===== src/rtl/order_tx_framer_pkg.sv =====
`default_nettype none
// ============================================================================
//  Module   : order_tx_framer_pkg
//  Purpose  : Shared widths, frame constants, order record and byte helper
//             for the order transmit framer.
//  Revision : 1.0  initial release
// ============================================================================
package order_tx_framer_pkg;

    localparam int PRICE_W = 32;
    localparam int SIZE_W  = 24;
    localparam int TS_W    = 32;

    localparam int         c_FRAME_LEN      = 17;
    localparam logic [7:0] c_START_BYTE_DEF = 8'hA5;
    localparam int         c_ORDER_W        = 1 + PRICE_W + SIZE_W + TS_W;
    localparam int         c_IDX_W          = 5;

    localparam logic [c_IDX_W-1:0] c_LAST_IDX = c_IDX_W'(c_FRAME_LEN - 1);

    // Framer states
    localparam logic [0:0] c_ST_IDLE = 1'b0;
    localparam logic [0:0] c_ST_SEND = 1'b1;

    typedef struct packed {
        logic               side;
        logic [PRICE_W-1:0] price;
        logic [SIZE_W-1:0]  qty;
        logic [TS_W-1:0]    ts;
    } order_t;

    // Header byte idx (0..15) of a frame; the checksum byte is not handled here.
    function automatic logic [7:0] frame_byte(
        input logic [7:0]         start,
        input logic               side,
        input logic [15:0]        seq,
        input logic [31:0]        price,
        input logic [31:0]        qty,
        input logic [31:0]        ts,
        input logic [c_IDX_W-1:0] idx
    );
        logic [127:0] hdr;
        logic [7:0]   b;
        hdr = {start, 7'b0, side, seq, price, qty, ts};
        b   = 8'h00;
        for (int i = 0; i < 16; i++) begin
            if (idx == c_IDX_W'(i)) begin
                b = hdr[127 - 8*i -: 8];
            end
        end
        return b;
    endfunction

endpackage
`default_nettype wire


===== src/rtl/order_tx_framer_if.sv =====
`default_nettype none
// ============================================================================
//  Module   : order_tx_framer_if
//  Purpose  : Order ingress, byte stream egress and status signals of the
//             framer. slave = framer side, master = upstream/downstream side.
//  Revision : 1.0  initial release
// ============================================================================
interface order_tx_framer_if #(
    parameter int FIFO_DEPTH = 4
) ();
    import order_tx_framer_pkg::*;

    logic                        ord_valid;
    logic                        ord_side;
    logic [PRICE_W-1:0]          ord_price;
    logic [SIZE_W-1:0]           ord_qty;
    logic [TS_W-1:0]             ord_ts;
    logic                        tx_ready;
    logic                        tx_valid;
    logic [7:0]                  tx_data;
    logic                        tx_last;
    logic [$clog2(FIFO_DEPTH):0] fifo_level;
    logic [15:0]                 drop_count;
    logic [15:0]                 seq_out;

    modport slave (
        input  ord_valid, ord_side, ord_price, ord_qty, ord_ts, tx_ready,
        output tx_valid, tx_data, tx_last, fifo_level, drop_count, seq_out
    );

    modport master (
        output ord_valid, ord_side, ord_price, ord_qty, ord_ts, tx_ready,
        input  tx_valid, tx_data, tx_last, fifo_level, drop_count, seq_out
    );

endinterface
`default_nettype wire


===== src/rtl/order_tx_framer_fifo.sv =====
`default_nettype none
// ============================================================================
//  Module   : order_fifo
//  Purpose  : Synchronous show-ahead FIFO holding approved orders. The caller
//             never pops when empty and never pushes when full without a pop.
//  Revision : 1.0  initial release
// ============================================================================
module order_fifo #(
    parameter int WIDTH = 8,
    parameter int DEPTH = 4
) (
    input  wire                    clk,
    input  wire                    rst,
    input  wire                    i_push,
    input  wire  [WIDTH-1:0]       i_wdata,
    input  wire                    i_pop,
    output logic [WIDTH-1:0]       o_rdata,
    output logic                   o_full,
    output logic                   o_empty,
    output logic [$clog2(DEPTH):0] o_level
);
    localparam int c_AW = $clog2(DEPTH);

    logic [WIDTH-1:0] r_mem_q [DEPTH];
    logic [WIDTH-1:0] w_mem_d [DEPTH];
    logic [c_AW-1:0]  r_wr_q, w_wr_d;
    logic [c_AW-1:0]  r_rd_q, w_rd_d;
    logic [c_AW:0]    r_level_q, w_level_d;

    // Next storage contents, pointers and occupancy.
    always_comb begin
        w_mem_d   = r_mem_q;
        w_wr_d    = r_wr_q;
        w_rd_d    = r_rd_q;
        w_level_d = r_level_q;
        if (i_push) begin
            w_mem_d[r_wr_q] = i_wdata;
            w_wr_d          = r_wr_q + c_AW'(1);
        end
        if (i_pop) begin
            w_rd_d = r_rd_q + c_AW'(1);
        end
        case ({i_push, i_pop})
            2'b10:   w_level_d = r_level_q + (c_AW+1)'(1);
            2'b01:   w_level_d = r_level_q - (c_AW+1)'(1);
            default: w_level_d = r_level_q;
        endcase
    end

    // Storage and pointer registers.
    always_ff @(posedge clk or posedge rst) begin
        if (rst) begin
            for (int i = 0; i < DEPTH; i++) begin
                r_mem_q[i] <= '0;
            end
            r_wr_q    <= '0;
            r_rd_q    <= '0;
            r_level_q <= '0;
        end else begin
            r_mem_q   <= w_mem_d;
            r_wr_q    <= w_wr_d;
            r_rd_q    <= w_rd_d;
            r_level_q <= w_level_d;
        end
    end

    assign o_rdata = r_mem_q[r_rd_q];
    assign o_full  = (r_level_q == (c_AW+1)'(DEPTH));
    assign o_empty = (r_level_q == '0);
    assign o_level = r_level_q;

endmodule
`default_nettype wire


===== src/rtl/order_tx_framer.sv =====
`default_nettype none
// ============================================================================
//  Module   : order_tx_framer
//  Purpose  : Buffers approved orders and serialises each into a 17-byte
//             frame (start, side, seq, price, qty, ts, XOR checksum).
//  Revision : 1.0  initial release
// ============================================================================
module order_tx_framer
    import order_tx_framer_pkg::*;
#(
    parameter int         FIFO_DEPTH = 4,
    parameter logic [7:0] START_BYTE = c_START_BYTE_DEF
) (
    input wire               clk,
    input wire               rst,
    order_tx_framer_if.slave bus
);
    localparam int c_LVL_W = $clog2(FIFO_DEPTH) + 1;

    if (PRICE_W > 32 || SIZE_W > 32 || TS_W < 32) begin : g_bad_widths
        $error("order_tx_framer: PRICE_W/SIZE_W must be <= 32 and TS_W >= 32");
    end
    if (FIFO_DEPTH < 2 || FIFO_DEPTH > 16 || (FIFO_DEPTH & (FIFO_DEPTH - 1)) != 0) begin : g_bad_depth
        $error("order_tx_framer: FIFO_DEPTH must be a power of two in 2..16");
    end

    order_t               w_in, w_head, w_next_ord;
    logic                 w_fifo_full, w_fifo_empty;
    logic [c_LVL_W-1:0]   w_fifo_level;
    logic                 w_tx_valid, w_tx_last;
    logic [7:0]           w_tx_data;
    logic                 w_xfer, w_last_xfer, w_avail, w_load, w_pop, w_push, w_drop;

    logic [0:0]           r_state_q, w_state_d;
    logic                 r_side_q, w_side_d;
    logic [31:0]          r_price_q, w_price_d;
    logic [31:0]          r_qty_q, w_qty_d;
    logic [31:0]          r_ts_q, w_ts_d;
    logic [15:0]          r_fseq_q, w_fseq_d;
    logic [15:0]          r_seq_q, w_seq_d;
    logic [c_IDX_W-1:0]   r_idx_q, w_idx_d;
    logic [7:0]           r_csum_q, w_csum_d;
    logic [15:0]          r_drop_q, w_drop_d;

    assign w_in = {bus.ord_side, bus.ord_price, bus.ord_qty, bus.ord_ts};

    // A frame is loaded when the framer is idle or its last byte is leaving;
    // with an empty FIFO the incoming order bypasses straight into the frame.
    assign w_xfer      = w_tx_valid && bus.tx_ready;
    assign w_last_xfer = w_xfer && (r_idx_q == c_LAST_IDX);
    assign w_avail     = !w_fifo_empty || bus.ord_valid;
    assign w_load      = ((r_state_q == c_ST_IDLE) || w_last_xfer) && w_avail;
    assign w_pop       = w_load && !w_fifo_empty;
    assign w_push      = bus.ord_valid && !(w_load && w_fifo_empty) && (!w_fifo_full || w_pop);
    assign w_drop      = bus.ord_valid && w_fifo_full && !w_pop;
    assign w_next_ord  = w_fifo_empty ? w_in : w_head;

    order_fifo #(
        .WIDTH (c_ORDER_W),
        .DEPTH (FIFO_DEPTH)
    ) u_fifo (
        .clk     (clk),
        .rst     (rst),
        .i_push  (w_push),
        .i_wdata (w_in),
        .i_pop   (w_pop),
        .o_rdata (w_head),
        .o_full  (w_fifo_full),
        .o_empty (w_fifo_empty),
        .o_level (w_fifo_level)
    );

    // FSM state register.
    always_ff @(posedge clk or posedge rst) begin
        if (rst) begin
            r_state_q <= c_ST_IDLE;
        end else begin
            r_state_q <= w_state_d;
        end
    end

    // FSM next state: stay in SEND while orders keep arriving back to back.
    always_comb begin
        w_state_d = r_state_q;
        case (r_state_q)
            c_ST_IDLE: if (w_avail) w_state_d = c_ST_SEND;
            c_ST_SEND: if (w_last_xfer && !w_avail) w_state_d = c_ST_IDLE;
            default:   w_state_d = c_ST_IDLE;
        endcase
    end

    // FSM outputs: current frame byte, checksum on the final index.
    always_comb begin
        w_tx_valid = (r_state_q == c_ST_SEND);
        w_tx_last  = 1'b0;
        w_tx_data  = 8'h00;
        if (w_tx_valid) begin
            if (r_idx_q == c_LAST_IDX) begin
                w_tx_data = r_csum_q;
                w_tx_last = 1'b1;
            end else begin
                w_tx_data = frame_byte(START_BYTE, r_side_q, r_fseq_q,
                                       r_price_q, r_qty_q, r_ts_q, r_idx_q);
            end
        end
    end

    // Frame fields, byte index, running checksum, sequence and drop counters.
    always_comb begin
        w_side_d  = r_side_q;
        w_price_d = r_price_q;
        w_qty_d   = r_qty_q;
        w_ts_d    = r_ts_q;
        w_fseq_d  = r_fseq_q;
        w_seq_d   = r_seq_q;
        w_idx_d   = r_idx_q;
        w_csum_d  = r_csum_q;
        w_drop_d  = r_drop_q;
        if (w_load) begin
            w_side_d  = w_next_ord.side;
            w_price_d = 32'(w_next_ord.price);
            w_qty_d   = 32'(w_next_ord.qty);
            w_ts_d    = w_next_ord.ts[31:0];
            w_fseq_d  = r_seq_q;
            w_seq_d   = r_seq_q + 16'd1;
            w_idx_d   = '0;
            w_csum_d  = '0;
        end else if (w_xfer) begin
            if (w_last_xfer) begin
                w_idx_d  = '0;
                w_csum_d = '0;
            end else begin
                w_idx_d  = r_idx_q + c_IDX_W'(1);
                w_csum_d = r_csum_q ^ w_tx_data;
            end
        end
        if (w_drop && (r_drop_q != 16'hFFFF)) begin
            w_drop_d = r_drop_q + 16'd1;
        end
    end

    // Datapath registers.
    always_ff @(posedge clk or posedge rst) begin
        if (rst) begin
            r_side_q  <= 1'b0;
            r_price_q <= '0;
            r_qty_q   <= '0;
            r_ts_q    <= '0;
            r_fseq_q  <= '0;
            r_seq_q   <= '0;
            r_idx_q   <= '0;
            r_csum_q  <= '0;
            r_drop_q  <= '0;
        end else begin
            r_side_q  <= w_side_d;
            r_price_q <= w_price_d;
            r_qty_q   <= w_qty_d;
            r_ts_q    <= w_ts_d;
            r_fseq_q  <= w_fseq_d;
            r_seq_q   <= w_seq_d;
            r_idx_q   <= w_idx_d;
            r_csum_q  <= w_csum_d;
            r_drop_q  <= w_drop_d;
        end
    end

    assign bus.tx_valid   = w_tx_valid;
    assign bus.tx_data    = w_tx_data;
    assign bus.tx_last    = w_tx_last;
    assign bus.fifo_level = w_fifo_level;
    assign bus.drop_count = r_drop_q;
    assign bus.seq_out    = r_seq_q;

endmodule
`default_nettype wire


===== src/flat_wrapper.sv =====
// flat-port wrapper written by rule: the top's interface ports become plain ports
module order_tx_framer_flat import order_tx_framer_pkg::*;
#(
    parameter int         FIFO_DEPTH = 4,
    parameter logic [7:0] START_BYTE = c_START_BYTE_DEF
)
  (clk, rst, bus_ord_valid, bus_ord_side, bus_ord_price, bus_ord_qty, bus_ord_ts, bus_tx_ready, bus_tx_valid, bus_tx_data, bus_tx_last, bus_fifo_level, bus_drop_count, bus_seq_out);
  order_tx_framer_if #(.FIFO_DEPTH(FIFO_DEPTH)) bus_i ();
  input wire clk;
  input wire rst;
  input wire logic [$bits(bus_i.ord_valid)-1:0] bus_ord_valid;
  input wire logic [$bits(bus_i.ord_side)-1:0] bus_ord_side;
  input wire logic [$bits(bus_i.ord_price)-1:0] bus_ord_price;
  input wire logic [$bits(bus_i.ord_qty)-1:0] bus_ord_qty;
  input wire logic [$bits(bus_i.ord_ts)-1:0] bus_ord_ts;
  input wire logic [$bits(bus_i.tx_ready)-1:0] bus_tx_ready;
  output wire logic [$bits(bus_i.tx_valid)-1:0] bus_tx_valid;
  output wire logic [$bits(bus_i.tx_data)-1:0] bus_tx_data;
  output wire logic [$bits(bus_i.tx_last)-1:0] bus_tx_last;
  output wire logic [$bits(bus_i.fifo_level)-1:0] bus_fifo_level;
  output wire logic [$bits(bus_i.drop_count)-1:0] bus_drop_count;
  output wire logic [$bits(bus_i.seq_out)-1:0] bus_seq_out;
  assign bus_i.ord_valid = bus_ord_valid;
  assign bus_i.ord_side = bus_ord_side;
  assign bus_i.ord_price = bus_ord_price;
  assign bus_i.ord_qty = bus_ord_qty;
  assign bus_i.ord_ts = bus_ord_ts;
  assign bus_i.tx_ready = bus_tx_ready;
  assign bus_tx_valid = bus_i.tx_valid;
  assign bus_tx_data = bus_i.tx_data;
  assign bus_tx_last = bus_i.tx_last;
  assign bus_fifo_level = bus_i.fifo_level;
  assign bus_drop_count = bus_i.drop_count;
  assign bus_seq_out = bus_i.seq_out;
  order_tx_framer #(.FIFO_DEPTH(FIFO_DEPTH), .START_BYTE(START_BYTE)) u_core (.clk(clk), .rst(rst), .bus(bus_i));
endmodule

===== config.mk =====
export PLATFORM = sky130hd
export DESIGN_NAME = order_tx_framer_flat
export DESIGN_NICKNAME = d
export VERILOG_FILES = /design/src/rtl/order_tx_framer_pkg.sv /design/src/rtl/order_tx_framer_if.sv /design/src/rtl/order_tx_framer_fifo.sv /design/src/rtl/order_tx_framer.sv /design/src/flat_wrapper.sv
export SDC_FILE = /design/constraint.sdc
export NUM_CORES = 1
export LEC_CHECK = 0
export ABC_AREA = 1
export CORE_AREA = 3 3 255 319
export CTS_CLUSTER_DIAMETER = 40
export DETAILED_ROUTE_END_ITERATION = 8
export DIE_AREA = 0 0 258 322
export PLACE_DENSITY_LB_ADDON = 0.15
export REMOVE_ABC_BUFFERS = 1
export SYNTH_ARGS = -nofsm -noshare
export SYNTH_HDL_FRONTEND = slang
export SYNTH_SLANG_ARGS = --single-unit
export TNS_END_PERCENT = 5

===== constraint.sdc =====
create_clock -name clk -period 24 [get_ports clk]
set_input_delay 7.2 -clock clk [delete_from_list [all_inputs] [get_ports clk]]
set_output_delay 7.2 -clock clk [all_outputs]
set_load 0.05 [all_outputs]

== Word level (Yosys, flattened, before mapping) ==
Index checks and enable logic that the tools add are counted.
Widths: inputs -> output; s select.

* Bitwise gates (word level): 4
* $lt $le $gt $ge: 3
* Muxes and demuxes: 37
* Add/subtract/negate cells: 7
* Equality and inequality tests: 20
* Reduce and logical (&&, ||, !) cells: 24

{| class="wikitable"
|+ Operators by type and width
! kind !! count
|-
| $bwmux 356 || 1
|-
| $mux 89 || 4
|-
| $bmux 89 s2 || 1
|-
| $demux 89 s2 || 1
|-
| $mux 8 || 21
|-
| $eq 5x4->1 const B || 8
|-
| $add 16x1->16 const B || 2
|-
| $eq 5x3->1 const B || 4
|-
| $ne 16x16->1 const B || 1
|-
| $mux 5 || 3
|-
| $logic_and 1x1->1 || 12
|-
| $eq 5x2->1 const B || 2
|-
| $xor 8x8->8 || 1
|-
| $ge 3x3->1 const B || 2
|-
| $not 2->3 || 2
|-
| $pmux 3 s2 || 1
|-
| $add 5x1->5 const B || 1
|-
| $eq 5x1->1 const B || 1
|-
| $eq 5x5->1 const B || 1
|-
| $logic_not 1->1 || 5
|-
| $logic_not 5->1 || 1
|-
| $add 2x1->2 const B || 2
|-
| $mux 1 || 4
|-
| $reduce_bool 2->1 || 2
|-
| 10 further kinds || 12
|}

* Flip-flop bits (word level): 514
* Output and inout port bits: 45
* Bits of input ports: 93
* Logic and storage cells: 112

== Depth between registers and ports, before layout ==
Gate-level depths: netlist of the first run.

* Word-level depth: 23
* Depth in mapped cells: 24
* Depth with buffers taken out: 24

== Cells and area by module ==
Synthesis of the first run repeated with hierarchy kept, for this count alone.

* Cell total of the unflattened synthesis: 3071
* Area total of the unflattened synthesis: 25310.5 um^2

{| class="wikitable"
|+ By module, submodules not included
! module !! times used !! sequential area each (um^2) !! cells each !! area an instance (um^2)
|-
| order_fifo || 1 || 9083.7 || 1961 || 17274.1
|-
| order_tx_framer || 1 || 3778.6 || 1110 || 8036.5
|}

== Least setup slack after synthesis of the first run ==
No wires, ideal clock.

* Kind: flip-flop to output port
* From: register u_core.r_state_q, in the netlist u_core.bus.tx_valid
* To: output bus_tx_data[5]
* Cell stages (with the launch flop): 5
* Slack: 13830 ps
* Arrival time: 2970 ps
* Data required time: 16800 ps
* Buffers on the path: 0
* Cell sequence: dfrtp_1 > inv_1 > nor4_1 > nand2_1 > nand2_1

* Cells in the longest elaborated chain, start to end: 1

{| class="wikitable"
|+ Ends and longest elaborated chain
! element !! line !! text
|-
| from (decl) || order_tx_framer.sv:34 || <nowiki>logic [0:0] r_state_q, w_state_d;</nowiki>
|-
| from (signal assigned) || order_tx_framer.sv:76 || <nowiki>r_state_q <= c_ST_IDLE;</nowiki>
|-
| from (signal assigned) || order_tx_framer.sv:78 || <nowiki>r_state_q <= w_state_d;</nowiki>
|-
| $mux 8 || order_tx_framer.sv:97 || <nowiki>if (w_tx_valid) begin</nowiki>
|-
| to (decl) || flat_wrapper.sv:18 || <nowiki>output wire logic [$bits(bus_i.tx_data)-1:0] bus_tx_data;</nowiki>
|}

No other way between the ends.

== Final worst setup path of the first run ==
* From: register u_core.r_idx_q[1]
* To: output bus_tx_data[4]

* Cells in the longest elaborated chain, start to end: 18
* Elaborated cells between the ends (all ways): 33
* Those cells by class: 16 x eq/ne; 17 x mux

{| class="wikitable"
|+ Ends and longest elaborated chain
! element !! line !! text
|-
| from (decl) || order_tx_framer.sv:41 || <nowiki>logic [c_IDX_W-1:0] r_idx_q, w_idx_d;</nowiki>
|-
| from (signal assigned) || order_tx_framer.sv:161 || <nowiki>r_idx_q <= w_idx_d;</nowiki>
|-
| $eq 5x1->1 || order_tx_framer_pkg.sv:47 || <nowiki>if (idx == c_IDX_W'(i)) begin</nowiki>
|-
| $mux 8 (15 in a row) || order_tx_framer_pkg.sv:47 ||
|-
| $mux 8 * || order_tx_framer.sv:98 || <nowiki>if (r_idx_q == c_LAST_IDX) begin</nowiki>
|-
| $mux 8 * || order_tx_framer.sv:97 ||
|}

Mark *: on every way between the ends. The rest lies on a longest branch, timed or not.

==> results.cfg, run 1 <==
[yosys]
synth_seq_cells = 514
ys_seq_area_share_pct = 54.7
postSynthAreaPerCell_sq_um = 8.61
yosysWarnings = 0
synth.top_cells.by_count = nand2_1 (951), dfrtp_1 (514), o21ai_0 (389), inv_1 (201), a21oi_1 (108)
synth_ff_type = dfrtp_1
synth_edf_count = 0
synth_most_common_cell = nand2_1
async_flop_share_pct = 100
synth_area_leaders = dfrtp_1 (55%), nand2_1 (15%), o21ai_0 (8.3%)
syn-cell-area_sq_um = 23500
yosysTopAreaCell = dfrtp_1
synth_cells = 2730
synth_cell_types = 43
synth_top_area_share_pct = 54.7

[clock_network]
clock_latency_ns = 0.63
ctsResizeCount = 0
h-tree-depth = 3
postCtsSetupRepairBufs = 0
clock_sink_count = 514
clockBufferDepth = 3
numCtsBuffers = 89
cts_root_buffer = clkbuf_16
cts_tree = done
clkTransAtPathRegs_ns = 0.05
cts_hold_buffers = 0

[grt]
grt_pass1_wl_mm = 116
grt_usage_pct = 17.6
grt_pass1_vias = 19800
grt_max_degree = 128
overflow = 0
antenna_found_initial = 0

[drt]
first_pass_iters = 5
final_antenna_net_count = 0
drt_wl_total_mm = 73.0
drt_iter0_drc = 1645
drc_errors = 0
vias_per_cell = 4.93
num_vias = 19400
route.detailed.wl_per_inst_microns = 18.6

[worst_setup_path]
crit_arrival_ns = 4.94
crit_top_cell = nand2_1
cp_slowest_cell = clkdlybuf4s50_1
crit_type = flop to primary output
rrSetupSlack_ns = 18.15
worstSetupStartpointType = flop
cpPeakStageDelay_ns = 0.83
crit_family = simple AND/OR/NAND/NOR gates
critPathCaptureType = primary output
worstPathRequired_ns = 16.80
crit_fanout = 15
critPathBufInv = 3
crit_chain = inv_1 > ha_1 > inv_1 > nor2_1 > nand2_1 > nand4_1 > nand3_1 > nand2_1 > nand2_1 > nand2_1 > nand2_1 > nand2_1 > nand2_1 > nand2_1 > nand2_1 > nand2_1 > nand2_1 > nand2_1 > nand2_1 > a21oi_1 > clkdlybuf4s50_1

[min_path]
hp-class = flop to flop

[power_and_ir_drop]
p_leak_nw = 13.4
p_clk_share_pct = 31.4
p_sw_share_pct = 38.6
p_int_mw = 2.61
pwr-share-seq_pct = 35.6
cellPowerDensity_nw_per_um2 = 148
p_sw_mw = 1.64
combinationalPowerShare_pct = 33.1
max-vdd-ir-drop_uv = 66.2

[die]
num_rows = 115
die_area_sq_um = 83100
die_w_microns = 258
ioPinCount = 138
die_y_microns = 322
initial_core_util_pct = 29.9
core_area_sq_um = 78700

[final_layout]
diodes = 0
syn_to_final_growth_pct = 22.4
nNetsFinal = 2911
layout-drive-gt1-share_pct = 7.47
fin_area_sq_um = 28800

[timing]
setup_viol = 0
fin_crit_sh_pct = 50.6
max_slew_margin_pct = 29.2
fin_crit_ns = 12.14
clock_skew_ns = 0.0205
setup_tns_ns = 0
rsz0062_at_grt = no
fmax_ghz = 0.0824
slew_viol_final = 0
hold_viol = 0
tightestPinTransition_ns = 1.06

[run_status]
status = finished clean

[placement]
post-dp-hpwl_mm = 43.2
placed_area_sq_um = 25600
gp_congestion = 0.805
io_buffers = 137

[run]
cap_violations = 0
through the flow:
step | total power, mW | hold slack (ns) | utilization, % | worst slack [ns] | instances
floorplan | 2.44 | 0.450 | - | 2.44 | 2555
global placement | 2.90 | 0.466 | 32.6 | 11.76 | 3767
detailed placement | 2.93 | 0.471 | 32.6 | 11.74 | 3767
CTS | 4.29 | 0.486 | 36.6 | 11.77 | 3931
global route | 4.56 | 0.495 | 36.6 | 11.50 | 3931
finish | 4.25 | 0.480 | 36.6 | 11.86 | 3931
cells in the final DEF (no fill, tap or decap), types with 2 or more instances in the layout:
cell             count
clkinv_4            10
or2_2                9
inv_6               13
o21ai_1             11
nand2_4              5
nand3_2              3
nor2_1              43
a32o_1              90
inv_8                2
nor3_2               2
inv_2                5
o21bai_1             3
ha_1                12
clkinv_2            11
o21ai_0            389
a21oi_1            108
bufinv_16           13
nand2_1            951
o221ai_1            89
dfrtp_1            513
o211ai_1             2
clkinvlp_4          10
nor4_1               3
nand3_1             42
nand2_2              2
nor3_1               7
clkdlybuf4s50_1    137
nand4_1             13
clkbuf_8             8
xor2_1              25
clkbuf_1             8
clkbuf_16           90
inv_1              200
buf_4               22
xnor2_1              8
o22ai_1              3
worst reg2reg max path: stages, from the launching register on:
cell and delay (ns):
dfrtp_1 0.45, inv_1 0.12, ha_1 0.17, inv_1 0.09, nor3_4 0.60, nand2_1 0.21
nand2_2 0.16, o21ai_4 0.07, buf_4 0.33, nor2_1 0.21, clkinv_2 0.67, nand3_2 0.37
inv_2 0.15, nand2_4 0.38, buf_4 0.73, buf_4 0.72, o21ai_0 0.25
worst paths after layout:
path / start / endpoint / cells past startpoint
worst max-delay path: u_core.r_idx_q[1]$_DFFE_PP0P_ / bus_tx_data[4] / 21
worst min-delay path: u_core.r_fseq_q[11]$_DFFE_PP0P_ / u_core.r_fseq_q[11]$_DFFE_PP0P_ / 2
worst max register to register: u_core.r_idx_q[0]$_DFFE_PP0P_ / u_core.u_fifo.r_mem_q[126]$_DFFE_PP0P_ / 16
worst min register to register: u_core.r_fseq_q[11]$_DFFE_PP0P_ / u_core.r_fseq_q[11]$_DFFE_PP0P_ / 2
max in group asynchronous: rst / u_core.u_fifo.r_rd_q[0]$_DFFE_PP0P_ / 5
min in group asynchronous: rst / u_core.u_fifo.r_mem_q[64]$_DFFE_PP0P_ / 2
logic make-up (layout without fill, tap and decap cells):
| kind of cell | Yosys count | count (layout) | synth area share (%) |
|---|---|---|---|
| flip-flops | 514 | 514 | 54.7 |
| AO/OA/AOI/OAI | 697 | 697 | 18.3 |
| buffers and inverters | 385 | 533 | 6.66 |
| AND/OR/NAND/NOR | 1087 | 1087 | 18.3 |
| adder cells (fa/ha/maj) | 13 | 13 | 0.724 |
| multiplexers | 1 | 1 | 0.0479 |
| XOR/XNOR | 33 | 33 | 1.23 |
flip-flops by register name, summed over array words and instances (netlist names), 5 cells and up:
signal,count
u_core.r_fseq_q,16
u_core.bus.drop_count,16
u_core.r_csum_q,8
u_core.r_qty_q,24
u_core.u_fifo.r_mem_q,356
u_core.r_idx_q,5
u_core.bus.seq_out,16
u_core.r_ts_q,32
u_core.r_price_q,32
per-layer routing:
metal	routed length (microns)	GRT usage, %
met1	32800	23.3
met2	35300	30.0
met3	3460	2.56
met4	1510	5.39
met5	0	0
layout make-up:
class	instances	area (sq um)
Inverter	210	805
Timing Repair Buffer	159	1540
Fill cell	7994	49900
Tap cell	1053	1320
Sequential cell	514	12900
Clock inverter	58	756
Clock buffer	106	2390
Multi-Input combinational cell	1831	9100
power groups by stage:
stage          combinational, mW  sequential (mW)  clock (mW)
2_1_floorplan              0.958             1.48           0
5_1_grt                     1.60             1.56        1.40
3_3_place_gp                1.39             1.51           0
3_5_place_dp                1.42             1.51           0
6_report                    1.40             1.51        1.33
4_1_cts                     1.42             1.51        1.36
(Power assumes the default switching activity.)
==> run 2, diff against run 1 <==
clock period = 10.5 ns   (was 24 ns; I/O delays follow)
==> run 2 against run 1 <==
  * Wire length unchanged
  * First-iteration DRC count shrank 3.2%
  * Design area fell by 0.17%
  * Combinational power rose by 130%
  * Total power rose by 130%
  * Via count decreased by 0.12%
  * Worst hold slack better by 0.00073 ns
  * Cell count shrank 0.18%
  * Sequential share of layout area is 0.078 points higher
  * Sequential power rose by 130%
  * Count of clock-buffer cells in the layout shrank 13
  * Largest power group unchanged
==> results.cfg, run 2 (same netlist as run 1, synthesis figures left out) <==
[power_and_ir_drop]
p_sw_mw = 3.78
p_int_mw = 5.86
max-vdd-ir-drop_uv = 136
p_sw_share_pct = 39.2
p_leak_nw = 13.4
p_clk_share_pct = 31.0
p_total_mw = 9.64
cellPowerDensity_nw_per_um2 = 336
pwr-share-seq_pct = 35.8
combinationalPowerShare_pct = 33.2

[grt]
grt_pass1_wl_mm = 117
overflow = 0
grt_pass1_vias = 20200
grt_usage_pct = 17.8
antenna_found_initial = 0
grt_max_degree = 166

[die]
die_w_microns = 258
ioPinCount = 138
core_area_sq_um = 78700
initial_core_util_pct = 29.9
die_y_microns = 322
num_rows = 115
die_area_sq_um = 83100

[timing]
rsz0062_at_grt = no
setup_viol = 0
slew_viol_final = 0
hold_viol = 0
fin_crit_ns = 8.13
clock_skew_ns = 0.0267
max_slew_margin_pct = 24.0
tightestPinTransition_ns = 1.14
setup_slack_ns = 2.37
fin_crit_sh_pct = 77.4
fmax_ghz = 0.123

[drt]
first_pass_iters = 7
route.detailed.wl_per_inst_microns = 18.6
drt_wl_total_mm = 73.0
vias_per_cell = 4.94
final_antenna_net_count = 0
drc_errors = 0
drt_iter0_drc = 1593
num_vias = 19400

[worst_setup_path]
crit_top_cell = nand2_1
cp_slowest_cell = clkdlybuf4s50_1
crit_family = simple AND/OR/NAND/NOR gates
crit_arrival_ns = 4.98
worstSetupStartpointType = flop
crit_type = flop to primary output
critPathCaptureType = primary output
crit_fanout = 15
worstPathRequired_ns = 7.35
crit_chain = inv_1 > ha_1 > inv_1 > nor2_1 > nand2_1 > nand4_1 > nand3_1 > nand2_1 > nand2_1 > nand2_1 > nand2_1 > nand2_1 > nand2_1 > nand2_1 > nand2_1 > nand2_1 > nand2_1 > nand2_1 > nand2_1 > a21oi_1 > clkdlybuf4s50_1
cpPeakStageDelay_ns = 0.83
critPathBufInv = 3

[final_layout]
largest_register_ffs = 356
reg_top3 = u_core.u_fifo.r_mem_q: 356 flops, u_core.r_price_q: 32 flops, u_core.r_ts_q: 32 flops
syn_to_final_growth_pct = 22.2
final_util_pct = 36.5
layout-drive-gt1-share_pct = 7.38
diodes = 0
final_common_cell = nand2_1
fill_cells = 7994
registers.top_by_ff_count = u_core.u_fifo.r_mem_q
fin_area_sq_um = 28700
seq_area_sq_um = 12900
nNetsFinal = 2908
final_cell_mix = nand2_1 (951), dfrtp_1 (513), o21ai_0 (389)
multi_input_area_sq_um = 9100

[clock_network]
postCtsSetupRepairBufs = 0
clockBufferDepth = 3
ctsResizeCount = 0
clock_sink_count = 514
clock_latency_ns = 0.64
clkTransAtPathRegs_ns = 0.06
numCtsBuffers = 87
cts_root_buffer = clkbuf_16
cts_hold_buffers = 0
h-tree-depth = 3
cts_tree = done

[placement]
pre_cts_slack_ns = 2.93
post-dp-hpwl_mm = 43.5
io_buffers = 137
gp_congestion = 0.799
placed_area_sq_um = 25600

[run_status]
status = finished clean

[run]
cap_violations = 0

[min_path]
hp-class = flop to flop
-- run 2: power by group through the flow --
stage               Clock, mW  Combinational, mW  Sequential (mW)
detailed placement          0               3.24             3.47
finish                   2.99               3.20             3.45
floorplan                   0               2.19             3.39
global route             3.16               3.66             3.57
CTS                      3.07               3.25             3.45
global placement            0               3.18             3.45
-- run 2: stage by stage --
step | TNS [ns] | hold WS (ns) | std cells
after floorplan | -3601.37 | 0.450 | 2555
after global placement | 0 | 0.465 | 3766
after detailed placement | 0 | 0.473 | 3766
after CTS | 0 | 0.486 | 3924
after global routing | 0 | 0.497 | 3924
final | 0 | 0.481 | 3924
-- run 2: final timing paths --
check                      cells after the start                                     end  slack [ns]                                    from
max                                           21                          bus_tx_data[4]        2.37           u_core.r_idx_q[1]$_DFFE_PP0P_
max reg2reg                                   15  u_core.u_fifo.r_mem_q[250]$_DFFE_PP0P_        5.50           u_core.r_idx_q[0]$_DFFE_PP0P_
max in group asynchronous                      3     u_core.u_fifo.r_rd_q[0]$_DFFE_PP0P_        5.61                                     rst
min in group asynchronous                      2  u_core.u_fifo.r_mem_q[249]$_DFFE_PP0P_        3.04                                     rst
min reg2reg                                    2  u_core.u_fifo.r_mem_q[175]$_DFFE_PP0P_        0.48  u_core.u_fifo.r_mem_q[175]$_DFFE_PP0P_
min                                            2  u_core.u_fifo.r_mem_q[175]$_DFFE_PP0P_        0.48  u_core.u_fifo.r_mem_q[175]$_DFFE_PP0P_
-- run 2: tightest hold or removal path, delay by kind of cell, from the launching register on --
kind	cells	cell delay [ns]
AO/OA/AOI/OAI	1	0.06
flip-flops	1	0.34
AND/OR/NAND/NOR	1	0.05
-- run 2: area by class of cell --
type | count | area share [%]
clock buffer | 93 | 7.73
clock inverter | 65 | 3.00
inverter | 210 | 2.80
multi-input combinational | 1831 | 31.7
sequential | 514 | 44.8
tap | 1053 | 4.59
timing repair buffer | 158 | 5.41
-- run 2: per-layer routing --
metal	GRT usage, %	part of all wire (%)	wire length, microns	vias to the layer above
li1	-	-	-	9259
met1	23.1	45	32900	9530
met2	29.8	48	34800	447
met3	2.73	4.1	2970	135
met4	7.13	3.3	2420	0
met5	0	0	0	-
==> run 3, diff against run 2 <==
clock period = 7.2 ns   (was 10.5 ns; I/O delays follow)
==> run 3 against run 2 <==
  * Sequential share of layout area about the same
  * Setup slack worse by 1.7 ns
  * Design area is essentially flat
  * Critical path depth is 1 lower
  * Non-clock buffer count increased by 6
  * Sequential power rose by 46%
  * Wire length grew 0.89%
  * Combinational power up 48%
  * Cell count grew 0.18%
  * Critical endpoint is now bus_tx_data[1]
  * Largest power group unchanged
==> results.cfg, run 3 (same netlist as run 1, synthesis figures left out) <==
[run_status]
status = finished clean

[clock_network]
clockBufferDepth = 3
cts_root_buffer = clkbuf_16
clkTransAtPathRegs_ns = 0.05
cts_tree = done
clock_sink_count = 514
ctsResizeCount = 0
cts_hold_buffers = 0
postCtsSetupRepairBufs = 0
clock_latency_ns = 0.63
h-tree-depth = 3
numCtsBuffers = 88

[timing]
setup_slack_ns = 0.703
fin_crit_sh_pct = 90.2
slew_viol_final = 0
clock_skew_ns = 0.0268
fin_crit_ns = 6.50
hold_viol = 0
fmax_ghz = 0.154
setup_viol = 0
rsz0062_at_grt = no
max_slew_margin_pct = 16.4
tightestPinTransition_ns = 1.25

[min_path]
hp-class = flop to flop

[final_layout]
registers.top_by_ff_count = u_core.u_fifo.r_mem_q
final_cell_mix = nand2_1 (951), dfrtp_1 (513), o21ai_0 (389)
layout-drive-gt1-share_pct = 7.44
diodes = 0
stdcell_count = 3931
reg_top3 = u_core.u_fifo.r_mem_q: 356 flops, u_core.r_price_q: 32 flops, u_core.r_ts_q: 32 flops
final_common_cell = nand2_1
nNetsFinal = 2915
largest_register_ffs = 356
syn_to_final_growth_pct = 22.3

[grt]
grt_max_degree = 128
antenna_found_initial = 0
met3_usage_pct = 2.59
overflow = 0
grt_use_met1_pct = 23.1
top_usage_layer = met2
grt_pass1_wl_mm = 116
use_met2_pct = 30.2
grt_pass1_vias = 20000
grt_usage_pct = 17.8

[worst_setup_path]
worstSetupStartpointType = flop
worstPathRequired_ns = 5.04
crit_chain = inv_1 > ha_1 > inv_1 > nor2_1 > nand2_1 > inv_1 > nand2_1 > nand2_1 > o21bai_1 > nand2_1 > nand3_1 > nand3_1 > nand3_1 > nand2_1 > nand2_1 > nand2_1 > nand2_1 > nand2_1 > a21oi_1 > clkdlybuf4s50_1
critPathCaptureType = primary output
crit_family = simple AND/OR/NAND/NOR gates
cpPeakStageDelay_ns = 0.84
cp_slowest_cell = clkdlybuf4s50_1
crit_arrival_ns = 4.34
crit_fanout = 10
crit_type = flop to primary output
critPathBufInv = 4
crit_top_cell = nand2_1

[drt]
num_vias = 19500
drc_errors = 0
route.detailed.wl_per_inst_microns = 18.7
drt_iter0_drc = 1547
final_antenna_net_count = 0
drt_wl_total_mm = 73.7
vias_per_cell = 4.95
first_pass_iters = 7

[die]
initial_core_util_pct = 29.9
die_w_microns = 258
core_area_sq_um = 78700
die_y_microns = 322
die_area_sq_um = 83100
ioPinCount = 138
num_rows = 115

[power_and_ir_drop]
p_total_mw = 14.0
p_leak_nw = 13.4
max-vdd-ir-drop_uv = 241
cellPowerDensity_nw_per_um2 = 487

[placement]
post-dp-hpwl_mm = 43.8
gp_congestion = 0.800
pre_cts_slack_ns = 1.31
io_buffers = 137
dp_cells = 3772

[run]
cap_violations = 0
## run 3: per-layer routing
metal,routed length [microns],vias to the layer above,part of all wire [%]
met1,32900,9579,45
met4,1840,0,2.5
met5,0,-,0
met3,3350,107,4.5
li1,-,9276,-
met2,35600,501,48
## run 3: worst paths after layout
kind	from	depth (start not counted)	endpoint	slack (ns)
setup / recovery	u_core.r_idx_q[0]$_DFFE_PP0P_	20	bus_tx_data[1]	0.70
hold reg to reg	u_core.u_fifo.r_mem_q[354]$_DFFE_PP0P_	2	u_core.u_fifo.r_mem_q[354]$_DFFE_PP0P_	0.48
max in group asynchronous	rst	3	u_core.r_ts_q[29]$_DFFE_PP0P_	3.89
setup reg to reg	u_core.r_idx_q[0]$_DFFE_PP0P_	14	u_core.u_fifo.r_mem_q[159]$_DFFE_PP0P_	3.06
hold / removal	u_core.u_fifo.r_mem_q[354]$_DFFE_PP0P_	2	u_core.u_fifo.r_mem_q[354]$_DFFE_PP0P_	0.48
min in group asynchronous	rst	2	u_core.r_price_q[15]$_DFFE_PP0P_	2.07
## run 3: cell type report
class,count,area (sq um)
flip-flops and latches,514,12900
well taps,1053,1320
inverters,210,805
multi-input cells,1831,9100
fillers,8024,50000
clock inverters,54,628
clock buffers,105,2360
repair buffers,164,1670
## run 3: worst reg2reg max path, stage by stage (launching register included)
cell      delay (ns)
dfrtp_1         0.43
inv_1           0.10
ha_1            0.16
inv_1           0.10
nor3_4          0.64
nand2_1         0.22
nand2_2         0.17
o21ai_4         0.08
nor2_1          0.13
clkinv_2        0.28
nand3_2         0.22
inv_2           0.12
nand2_4         0.63
buf_4           0.55
o21ai_0         0.16
## run 3: through the flow
stage | area (sq um) | hold WS [ns] | util (%) | setup TNS (ns)
3_5_place_dp | 25800 | 0.473 | 32.7 | 0
5_1_grt | 28700 | 0.498 | 36.5 | 0
4_1_cts | 28700 | 0.485 | 36.5 | 0
3_3_place_gp | 25800 | 0.465 | 32.7 | 0
6_report | 28700 | 0.480 | 36.5 | 0
2_1_floorplan | 22700 | 0.450 | - | -4887.42
## run 3: where the power goes
group / leakage [nW] / switching, mW / internal [mW]
Sequential: 6.43 / 0.863 / 4.17
Combinational: 5.50 / 3.05 / 1.67
Clock: 1.44 / 1.53 / 2.71
Total: 13.4 / 5.44 / 8.55
